### config.mk
export PLATFORM = sky130hd
export DESIGN_NAME = i2c_target_regfile
export DESIGN_NICKNAME = d
export VERILOG_FILES = /design/src/rtl/i2c_target_pkg.sv /design/src/rtl/i2c_bus_cond_detect.sv /design/src/rtl/i2c_target_regfile.sv
export SDC_FILE = /design/constraint.sdc
export NUM_CORES = 1
export LEC_CHECK = 0
export CELL_PAD_IN_SITES_DETAIL_PLACEMENT = 1
export CELL_PAD_IN_SITES_GLOBAL_PLACEMENT = 1
export CORE_ASPECT_RATIO = 1.4
export CORE_MARGIN = 2
export CORE_UTILIZATION = 47
export CTS_CLUSTER_SIZE = 8
export DETAILED_ROUTE_END_ITERATION = 12
export GPL_TIMING_DRIVEN = 0
export PLACE_DENSITY = 0.74
export SYNTH_ARGS = -nofsm -noshare
export SYNTH_HDL_FRONTEND = slang
export SYNTH_SLANG_ARGS = --single-unit
### constraint.sdc
create_clock -name clk_i -period 5.45 [get_ports clk_i]
set_input_delay 1.09 -clock clk_i [delete_from_list [all_inputs] [get_ports clk_i]]
set_output_delay 1.09 -clock clk_i [all_outputs]
set_load 0.01 [all_outputs]
### src/rtl/i2c_target_pkg.sv
// Shared types and constants for the I2C target register file.
package i2c_target_pkg;

  localparam logic ACK  = 1'b0;
  localparam logic NACK = 1'b1;

  localparam int BIT_CNT_W = 3;

  typedef enum logic [3:0] {
    IDLE     = 4'd0,
    ADDR     = 4'd1,
    ADDR_ACK = 4'd2,
    PTR      = 4'd3,
    PTR_ACK  = 4'd4,
    WR_DATA  = 4'd5,
    WR_ACK   = 4'd6,
    RD_DATA  = 4'd7,
    RD_ACK   = 4'd8,
    IGNORE   = 4'd9
  } state_e;

endpackage

### src/rtl/i2c_bus_cond_detect.sv
// SCL/SDA synchronizers, SCL edge flags and START/STOP detection.
module i2c_bus_cond_detect #(
  parameter int SYNC_STAGES = 2
) (
  input  logic clk_i,
  input  logic rst_i,
  input  logic scl_i,
  input  logic sda_i,
  output logic scl_rise,
  output logic scl_fall,
  output logic sda_s,
  output logic start_det,
  output logic stop_det
);

  logic [SYNC_STAGES-1:0] scl_sync_q, scl_sync_d;
  logic [SYNC_STAGES-1:0] sda_sync_q, sda_sync_d;
  logic                   scl_prev_q, scl_prev_d;
  logic                   sda_prev_q, sda_prev_d;
  logic                   scl_s;

  assign scl_s = scl_sync_q[SYNC_STAGES-1];
  assign sda_s = sda_sync_q[SYNC_STAGES-1];

  // Shift chains and one-cycle history of the filtered lines.
  always_comb begin
    scl_sync_d = {scl_sync_q[SYNC_STAGES-2:0], scl_i};
    sda_sync_d = {sda_sync_q[SYNC_STAGES-2:0], sda_i};
    scl_prev_d = scl_s;
    sda_prev_d = sda_s;
  end

  // Reset to the idle-bus level so leaving reset creates no false edges.
  always_ff @(posedge clk_i or posedge rst_i) begin
    if (rst_i) begin
      scl_sync_q <= {SYNC_STAGES{1'b1}};
      sda_sync_q <= {SYNC_STAGES{1'b1}};
      scl_prev_q <= 1'b1;
      sda_prev_q <= 1'b1;
    end else begin
      scl_sync_q <= scl_sync_d;
      sda_sync_q <= sda_sync_d;
      scl_prev_q <= scl_prev_d;
      sda_prev_q <= sda_prev_d;
    end
  end

  assign scl_rise  = scl_s & ~scl_prev_q;
  assign scl_fall  = ~scl_s & scl_prev_q;
  // SCL must be high on both samples so an SCL edge never looks like START/STOP.
  assign start_det = scl_s & scl_prev_q & sda_prev_q & ~sda_s;
  assign stop_det  = scl_s & scl_prev_q & ~sda_prev_q & sda_s;

endmodule

### src/rtl/i2c_target_regfile.sv
// I2C target with a DEPTH x 8 register file: pointer byte, then sequential
// writes or reads with auto-increment.
module i2c_target_regfile
  import i2c_target_pkg::*;
#(
  parameter logic [6:0] TARGET_ADDR = 7'h22,
  parameter int         DEPTH       = 16,
  parameter int         SYNC_STAGES = 2
) (
  input  logic                     clk_i,
  input  logic                     rst_i,
  input  logic                     scl_i,
  input  logic                     sda_i,
  output logic                     sda_oe_o,
  output logic                     busy_o,
  output logic                     wr_stb_o,
  output logic [$clog2(DEPTH)-1:0] wr_idx_o,
  output logic [7:0]               wr_data_o,
  output logic                     rd_stb_o
);

  localparam int IW = $clog2(DEPTH);

  logic scl_rise, scl_fall, sda_s, start_det, stop_det;

  i2c_bus_cond_detect #(
    .SYNC_STAGES(SYNC_STAGES)
  ) u_cond (
    .clk_i    (clk_i),
    .rst_i    (rst_i),
    .scl_i    (scl_i),
    .sda_i    (sda_i),
    .scl_rise (scl_rise),
    .scl_fall (scl_fall),
    .sda_s    (sda_s),
    .start_det(start_det),
    .stop_det (stop_det)
  );

  state_e               state_q, state_d;
  logic [BIT_CNT_W-1:0] bit_cnt_q, bit_cnt_d;
  logic [7:0]           shift_q, shift_d;
  logic [IW-1:0]        ptr_q, ptr_d;
  logic                 phase_q, phase_d;
  logic                 rw_q, rw_d;
  logic                 sda_oe_q, sda_oe_d;
  logic                 busy_q, busy_d;
  logic                 wr_stb_q, wr_stb_d;
  logic [IW-1:0]        wr_idx_q, wr_idx_d;
  logic [7:0]           wr_data_q, wr_data_d;
  logic                 rd_stb_q, rd_stb_d;
  logic [7:0]           regs_q [DEPTH];
  logic [7:0]           regs_d [DEPTH];
  logic [7:0]           rx_byte;
  logic [7:0]           rd_byte;

  assign rx_byte = {shift_q[6:0], sda_s};
  assign rd_byte = regs_q[ptr_q];

  // Next-state and output logic; ACK states use phase_q to tell the
  // ACK-drive falling edge (0) from the end-of-ninth-clock falling edge (1).
  always_comb begin
    state_d   = state_q;
    bit_cnt_d = bit_cnt_q;
    shift_d   = shift_q;
    ptr_d     = ptr_q;
    phase_d   = phase_q;
    rw_d      = rw_q;
    sda_oe_d  = sda_oe_q;
    busy_d    = busy_q;
    wr_stb_d  = 1'b0;
    wr_idx_d  = wr_idx_q;
    wr_data_d = wr_data_q;
    rd_stb_d  = 1'b0;
    regs_d    = regs_q;

    if (stop_det) begin
      state_d  = IDLE;
      busy_d   = 1'b0;
      sda_oe_d = 1'b0;
    end else if (start_det) begin
      state_d   = ADDR;
      bit_cnt_d = 3'd7;
      sda_oe_d  = 1'b0;
    end else begin
      case (state_q)
        ADDR: begin
          if (scl_rise) begin
            shift_d = rx_byte;
            if (bit_cnt_q == 3'd0) begin
              if (rx_byte[7:1] == TARGET_ADDR) begin
                state_d = ADDR_ACK;
                busy_d  = 1'b1;
                rw_d    = rx_byte[0];
                phase_d = 1'b0;
              end else begin
                state_d = IGNORE;
              end
            end else begin
              bit_cnt_d = bit_cnt_q - 3'd1;
            end
          end else begin
            bit_cnt_d = bit_cnt_q;
          end
        end

        PTR, WR_DATA: begin
          if (scl_rise) begin
            shift_d = rx_byte;
            if (bit_cnt_q == 3'd0) begin
              phase_d = 1'b0;
              if (state_q == PTR) begin
                ptr_d   = rx_byte[IW-1:0];
                state_d = PTR_ACK;
              end else begin
                regs_d[ptr_q] = rx_byte;
                wr_stb_d      = 1'b1;
                wr_idx_d      = ptr_q;
                wr_data_d     = rx_byte;
                ptr_d         = ptr_q + IW'(1);
                state_d       = WR_ACK;
              end
            end else begin
              bit_cnt_d = bit_cnt_q - 3'd1;
            end
          end else begin
            bit_cnt_d = bit_cnt_q;
          end
        end

        ADDR_ACK, PTR_ACK, WR_ACK: begin
          if (scl_fall) begin
            if (!phase_q) begin
              sda_oe_d = ~ACK;
            end else if (state_q == ADDR_ACK && rw_q) begin
              state_d   = RD_DATA;
              shift_d   = rd_byte;
              rd_stb_d  = 1'b1;
              sda_oe_d  = ~rd_byte[7];
              bit_cnt_d = 3'd7;
            end else begin
              state_d   = (state_q == ADDR_ACK) ? PTR : WR_DATA;
              sda_oe_d  = 1'b0;
              bit_cnt_d = 3'd7;
            end
          end else if (scl_rise) begin
            phase_d = 1'b1;
          end else begin
            phase_d = phase_q;
          end
        end

        RD_DATA: begin
          if (scl_rise) begin
            if (bit_cnt_q == 3'd0) begin
              state_d = RD_ACK;
              phase_d = 1'b0;
              ptr_d   = ptr_q + IW'(1);
            end else begin
              bit_cnt_d = bit_cnt_q - 3'd1;
              shift_d   = {shift_q[6:0], 1'b0};
            end
          end else if (scl_fall) begin
            sda_oe_d = ~shift_q[7];
          end else begin
            sda_oe_d = sda_oe_q;
          end
        end

        RD_ACK: begin
          if (scl_fall) begin
            if (!phase_q) begin
              sda_oe_d = 1'b0;
            end else begin
              state_d   = RD_DATA;
              shift_d   = rd_byte;
              rd_stb_d  = 1'b1;
              sda_oe_d  = ~rd_byte[7];
              bit_cnt_d = 3'd7;
            end
          end else if (scl_rise) begin
            if (sda_s == NACK) begin
              state_d = IGNORE;
            end else begin
              phase_d = 1'b1;
            end
          end else begin
            phase_d = phase_q;
          end
        end

        IDLE, IGNORE: begin
          sda_oe_d = 1'b0;
        end

        default: begin
          state_d  = IDLE;
          sda_oe_d = 1'b0;
        end
      endcase
    end
  end

  // State and register file; async reset releases SDA immediately.
  always_ff @(posedge clk_i or posedge rst_i) begin
    if (rst_i) begin
      state_q   <= IDLE;
      bit_cnt_q <= 3'd7;
      shift_q   <= 8'h00;
      ptr_q     <= '0;
      phase_q   <= 1'b0;
      rw_q      <= 1'b0;
      sda_oe_q  <= 1'b0;
      busy_q    <= 1'b0;
      wr_stb_q  <= 1'b0;
      wr_idx_q  <= '0;
      wr_data_q <= 8'h00;
      rd_stb_q  <= 1'b0;
      for (int i = 0; i < DEPTH; i++) begin
        regs_q[i] <= 8'h00;
      end
    end else begin
      state_q   <= state_d;
      bit_cnt_q <= bit_cnt_d;
      shift_q   <= shift_d;
      ptr_q     <= ptr_d;
      phase_q   <= phase_d;
      rw_q      <= rw_d;
      sda_oe_q  <= sda_oe_d;
      busy_q    <= busy_d;
      wr_stb_q  <= wr_stb_d;
      wr_idx_q  <= wr_idx_d;
      wr_data_q <= wr_data_d;
      rd_stb_q  <= rd_stb_d;
      regs_q    <= regs_d;
    end
  end

  assign sda_oe_o  = sda_oe_q;
  assign busy_o    = busy_q;
  assign wr_stb_o  = wr_stb_q;
  assign wr_idx_o  = wr_idx_q;
  assign wr_data_o = wr_data_q;
  assign rd_stb_o  = rd_stb_q;

endmodule

==> results.json, run 1 <==
{
  "ir_drop_mv": 0.211,
  "p_int_mw": 2.35,
  "antenna_found_initial": 0,
  "yosysWarnings": 0,
  "cts-root-buf": "clkbuf_16",
  "finClkSkew_ns": 0.00801,
  "syn_avg_cell_area_um2": 13.7,
  "grt_pass1_wl_um": 34300,
  "fin_crit_sh_pct": 56.2,
  "swShare_pct": 31.1,
  "ctsResizeCount": 0,
  "pwr-share-clk_pct": 38.9,
  "p_total_mw": 3.41,
  "wl_per_cell_um": 23.9,
  "synth_edf_count": 0,
  "fmax_ghz": 0.327,
  "final_util_pct": 54.8,
  "fin_crit_ns": 3.06,
  "yosys.area_share.xor_xnor_pct": 0.107,
  "worstPathRequired_ns": 5.76,
  "synthDistinctLibCells": 59,
  "cp.arrival_ns": 3.37,
  "netlist_top_cells_area": "dfrtp_1 (49%), mux2_2 (20%), mux4_2 (8.8%)",
  "cts.sinks": 171,
  "fillCellCount": 1689,
  "gp_congestion": 0.912,
  "grt_max_degree": 45,
  "power.density_nw_per_um2": 362,
  "slew_headroom_pct": 29.2,
  "fp.dieW_um": 116,
  "numCtsBuffers": 17,
  "cp_max_fo": 10,
  "initial_core_util_pct": 47.7,
  "dr_total_vias": 5292,
  "io_pins": 20,
  "portBuffers": 19,
  "cts_setup_buffers": 0,
  "std_cell_rows": 57,
  "synth-simple-area-share_pct": 7.24,
  "combPwrFrac_pct": 20.6,
  "place_hpwl_um": 14800,
  "rrSetupSlack_ns": 2.39,
  "antenna_left": 0,
  "cts_tree": "done",
  "switching_power_mw": 1.06,
  "cts_max_level": 4,
  "pwr-share-seq_pct": 40.4,
  "cap_viol_max_count": 0,
  "postCtsHoldBufs": 0,
  "p_leak_nw": 4.32,
  "netlist_area_um2": 8190,
  "ys_ff_latch": 171,
  "routed_wl_um": 21300,
  "end_kind": "register",
  "vias_per_cell": 5.94,
  "report.final.hold_viol_count": 0,
  "rsz0062_at_grt": "false",
  "placed_area_um2": 8760,
  "areaGrowthSynthToFinish_pct": 14.9,
  "worst_skew_pair.late_latency_ns": 0.43,
  "grt_pass1_vias": 6014,
  "synthArstFlopShare_pct": 100,
  "layout-drive-gt1-share_pct": 38.5,
  "cts.clk_slew.worst_paths_ns": 0.07,
  "postSynthCellCount": 600,
  "outcome": "completed",
  "final_max_slew_viol_count": 0,
  "setup_viol": 0,
  "fin_area_um2": 9410,
  "core-area_um2": 17200,
  "path_class": "reg2reg",
  "hold_path_class": "reg2reg",
  "drt_iter0_drc": 365,
  "num_antenna_cells": 0,
  "fin_nets": 655,
  "grt-ovfl-total": 0,
  "synth_adder_area_share_pct": 1.50,
  "yosysSeqAreaShare_pct": 52.4,
  "setup_tns_ns": 0,
  "cp-start-kind": "register",
  "fin_cells": 891,
  "dieArea_um2": 18500,
  "tightest_slew_ns": 1.05,
  "drc": 0,
  "synth_compound_area_share_pct": 6.69,
  "grtUsageTotal_pct": 24.8,
  "drt_pass1_iterations": 6,
  "clock_path_buffers": 2,
  "synthesis.nets": 613,
  "synth.area.mux_share_pct": 28.7,
  "synth_top_area_share_pct": 49.5,
  "synth_top_area_cell": "dfrtp_1",
  "synth_top_family_by_area": "multiplexers",
  "ys.flop_type": "dfrtp_1",
  "numPlacedInstances": 859,
  "die_h_um": 160
}
[registers in the layout (all words and copies together) (netlist names), 2 cells and up]
| name | count |
|---|---|
| regs_q | 128 |
| shift_q | 8 |
| wr_data_o | 8 |
| ptr_q | 4 |
| state_q | 4 |
| wr_idx_o | 4 |
| bit_cnt_q | 3 |
| u_cond.scl_sync_q | 2 |
| u_cond.sda_sync_q | 2 |
[routing by layer]
layer / part of all wire [%] / vias to the layer above / track usage, % / wire [um]
met2: 54 / 119 / 42.3 / 11500
li1: - / 2305 / - / -
met5: 0 / - / 0 / 0
met3: 3.4 / 45 / 4.48 / 715
met1: 38 / 2823 / 29.5 / 8140
met4: 4.4 / 0 / 12.8 / 940
[path summary, 6_finish.rpt]
path,from,to,cells after the start
setup / recovery,ptr_q[1],regs_q[55],6
hold / removal,u_cond.scl_sync_q[0],u_cond.scl_sync_q[1],0
setup reg to reg,ptr_q[1],regs_q[55],6
hold reg to reg,u_cond.scl_sync_q[0],u_cond.scl_sync_q[1],0
max in group asynchronous,rst_i,u_cond.scl_prev_q,5
min in group asynchronous,rst_i,regs_q[96],2
[layout by cell type (no fill, tap or decap), types with 2 or more instances in the layout]
| cell | netlist | routed |
|---|---|---|
| o211ai_1 | 2 | 2 |
| dfrtp_1 | 162 | 162 |
| nor2b_1 | 7 | 7 |
| a21oi_1 | 31 | 31 |
| nor2_1 | 20 | 20 |
| nand2b_1 | 3 | 3 |
| bufinv_16 | 0 | 4 |
| and2_1 | 3 | 3 |
| nor3b_1 | 2 | 2 |
| o22ai_1 | 2 | 2 |
| inv_6 | 0 | 2 |
| clkbuf_1 | 27 | 27 |
| buf_6 | 4 | 4 |
| buf_12 | 0 | 4 |
| clkdlybuf4s50_1 | 0 | 19 |
| buf_2 | 12 | 12 |
| nor3_1 | 5 | 5 |
| nand3_4 | 6 | 6 |
| mux2i_1 | 2 | 2 |
| a22oi_1 | 16 | 16 |
| inv_1 | 11 | 10 |
| a31oi_1 | 3 | 3 |
| buf_1 | 4 | 4 |
| nand2_1 | 18 | 18 |
| nand3b_1 | 2 | 2 |
| clkbuf_16 | 0 | 17 |
| ha_1 | 9 | 9 |
| a21o_1 | 2 | 2 |
| nand3_1 | 15 | 15 |
| buf_4 | 2 | 2 |
| nor4b_1 | 2 | 2 |
| and3_1 | 6 | 6 |
| dfstp_2 | 9 | 9 |
| o21ai_0 | 10 | 10 |
| mux4_2 | 32 | 32 |
| mux2_2 | 143 | 143 |
| inv_8 | 0 | 2 |
| clkinvlp_4 | 0 | 4 |
[metrics by stage]
stage	hold WS [ns]	worst slack [ns]
finish	0.359	2.39
global route	0.365	2.25
CTS	0.361	2.38
detailed placement	0.350	2.42
global placement	0.350	0.949
floorplan	0.345	2.18
[synth_stat cells, drive strengths merged (3+ instances only)]
cell type,n
a21oi,31
inv,11
nand2b,3
buf,22
and2,3
nor3,6
a31oi,3
mux2,143
nand3,21
mux4,32
o21ai,10
clkbuf,27
nand2,18
a22oi,16
and3,6
dfstp,9
dfrtp,162
nor2,20
nor2b,7
ha,9
[final cells by class]
type | count | area (um2) | area share (%)
flip-flops and latches | 171 | 4290 | 45.6
clock buffers | 18 | 439 | 4.67
well taps | 236 | 295 | 3.14
repair buffers | 23 | 270 | 2.87
multi-input cells | 369 | 3620 | 38.5
clock inverters | 14 | 213 | 2.26
plain buffers | 49 | 236 | 2.51
inverters | 11 | 45.0 | 0.479
[worst max-delay path, stage by stage (launching register included)]
cell	delay (ns)
dfrtp_1	0.38
clkbuf_1	0.58
buf_1	0.60
inv_1	0.17
ha_1	0.32
nand3_1	0.47
mux2_2	0.41
[power groups by stage]
stage / Clock, mW / Combinational, mW / Sequential [mW]
final: 1.33 / 0.704 / 1.38
after global routing: 1.40 / 0.770 / 1.39
after CTS: 1.35 / 0.704 / 1.38
after detailed placement: 0 / 0.698 / 1.40
after global placement: 0 / 0.665 / 1.40
after floorplan: 0 / 0.469 / 1.39
[cell families after synthesis]
| group | count (synthesis) |
|---|---|
| XOR/XNOR | 1 |
| buffers and inverters | 60 |
| AO/OA/AOI/OAI | 83 |
| AND/OR/NAND/NOR | 98 |
| flip-flops | 171 |
| multiplexers | 177 |
| adder cells (fa/ha/maj) | 10 |
(Power assumes the default switching activity.)
==> run 2: changes to the inputs <==
- CORE_UTILIZATION: 47 -> 52
- PLACE_DENSITY: 0.74 -> 0.78
- clock period: 5.45 -> 2.9 ns (I/O delays scaled with it)
==> results.json, run 2 (synthesis gave the netlist of run 1 again) <==
{
  "outcome": "completed",
  "initial_core_util_pct": 52.9,
  "setup_viol": 0,
  "dr_total_vias": 5286,
  "io_pins": 20,
  "grtUsageTotal_pct": 28.3,
  "drc": 0,
  "cts_setup_buffers": 0,
  "crit_top_cell": "a21oi_1",
  "numCtsBuffers": 17,
  "cp.arrival_ns": 3.06,
  "slew_headroom_pct": 47.1,
  "cts_tree": "done",
  "regMostFlops": "regs_q",
  "critPathMaxStageDelay_ns": 0.61,
  "drt_iter0_drc": 357,
  "rrSetupSlack_ns": 0.12,
  "worstHoldEndpoint": "u_cond.scl_sync_q[1]",
  "cts-root-buf": "clkbuf_16",
  "grt-ovfl-total": 0,
  "tightest_slew_ns": 0.787,
  "crit_path_cell_trace": "clkbuf_1, clkbuf_1, mux4_2, a22oi_1, a21oi_1, a21oi_1, a21oi_1",
  "gp_congestion": 0.909,
  "cap_viol_max_count": 0,
  "largest_reg_flops": 128,
  "path_class": "reg2reg",
  "antenna_left": 0,
  "final_max_slew_viol_count": 0,
  "final_util_pct": 59.9,
  "rr_startpoint": "ptr_q[1]",
  "dieArea_um2": 16800,
  "worst_skew_pair.late_latency_ns": 0.43,
  "wl_per_cell_um": 25.6,
  "end_kind": "register",
  "report.final.hold_viol_count": 0,
  "fin_crit_sh_pct": 95.8,
  "cts.clk_slew.worst_paths_ns": 0.06,
  "vias_per_cell": 6.24,
  "grt_max_degree": 46,
  "finClkSkew_ns": 0.00681,
  "power.density_nw_per_um2": 659,
  "final_common_cell": "dfrtp_1",
  "cp-start-kind": "register",
  "grt_pass1_wl_um": 34800,
  "p_leak_nw": 4.28,
  "routed_wl_um": 21700,
  "layout-drive-gt1-share_pct": 38.6,
  "drt_pass1_iterations": 4,
  "place_hpwl_um": 15000,
  "hold_path_class": "reg2reg",
  "finalHoldWorstSlack_ns": 0.360,
  "hp-start": "u_cond.scl_sync_q[0]",
  "reg2reg_to": "shift_q[0]",
  "fin_area_um2": 9270,
  "fmax_ghz": 0.360,
  "num_antenna_cells": 0,
  "areaGrowthSynthToFinish_pct": 13.2,
  "die_h_um": 153,
  "clock_path_buffers": 2,
  "cts.sinks": 171,
  "cp_max_fo": 10,
  "layout_common_cells": "dfrtp_1 (162), mux2_2 (143), mux4_2 (32)",
  "whs_path_depth": 0,
  "ir_drop_mv": 0.411,
  "rsz0062_at_grt": "false",
  "antenna_found_initial": 0,
  "cts_max_level": 4,
  "worstPathRequired_ns": 3.19,
  "reg2reg_depth": 7,
  "grt_pass1_vias": 5974,
  "cpMaxStageDelayCell": "clkbuf_1",
  "fp.dieW_um": 110,
  "fin_nets": 654,
  "core-area_um2": 15500,
  "std_cell_rows": 54,
  "portBuffers": 19,
  "fin_crit_ns": 2.78,
  "placed_area_um2": 8710
}
==> run 2: metal layers <==
layer	global-route usage (%)	routed length (um)
met1	33.8	8100
met2	49.7	12100
met3	4.88	814
met4	11.5	701
met5	0	0
==> run 2: area by class of cell <==
cell class                 count  area, um2
clock buffer                  20        467
sequential                   171       4290
fill                        1474       6200
clock inverter                 9       90.1
timing repair buffer          23        270
multi-input combinational    369       3630
inverter                      11       45.0
buffer                        48        234
tap                          196        245
==> run 2: worst max-delay path, delay by kind of cell (launching register included) <==
| kind | cells | cell delay [ns] |
|---|---|---|
| compound gates | 4 | 0.62 |
| buf+inv | 2 | 1.18 |
| flops | 1 | 0.38 |
| mux | 1 | 0.46 |
==> run 2: per-stage QoR <==
stage | TNS (ns) | setup slack (ns) | cells | power, mW
2_1_floorplan | 0 | 0.145 | 600 | 3.49
3_3_place_gp | -180.75 | -1.12 | 815 | 3.88
3_5_place_dp | -0.000525 | -0.000525 | 819 | 3.97
4_1_cts | 0 | 0.160 | 848 | 6.15
5_1_grt | 0 | 0.0357 | 847 | 6.39
6_report | 0 | 0.122 | 847 | 6.11
==> run 2: worst max path at each step <==
stage | startpoint | endpoint | slack [ns]
after floorplan | rst_i | busy_o | 0.14
after global placement | rst_i | wr_stb_o | -1.12
after detailed placement | ptr_q[1] | regs_q[123] | -0.0005
after CTS | ptr_q[1] | shift_q[0] | 0.16
after global routing | ptr_q[1] | shift_q[0] | 0.04
final | ptr_q[1] | shift_q[0] | 0.12
==> run 2: timing repair <==
| action | 4_1_cts | 5_1_grt |
|---|---|---|
| hold endpoints to repair | 0 | 0 |
| hold buffers | 0 | 0 |
| gates resized for setup | 1 | 1 |
| endpoints found under the setup margin | 8 | 6 |
==> run 2: report_power, final <==
group | leakage (nW) | internal, mW | switching, mW
Sequential | 2.33 | 2.51 | 0.0831
Clock | 0.271 | 1.24 | 0.929
Combinational | 1.68 | 0.412 | 0.929
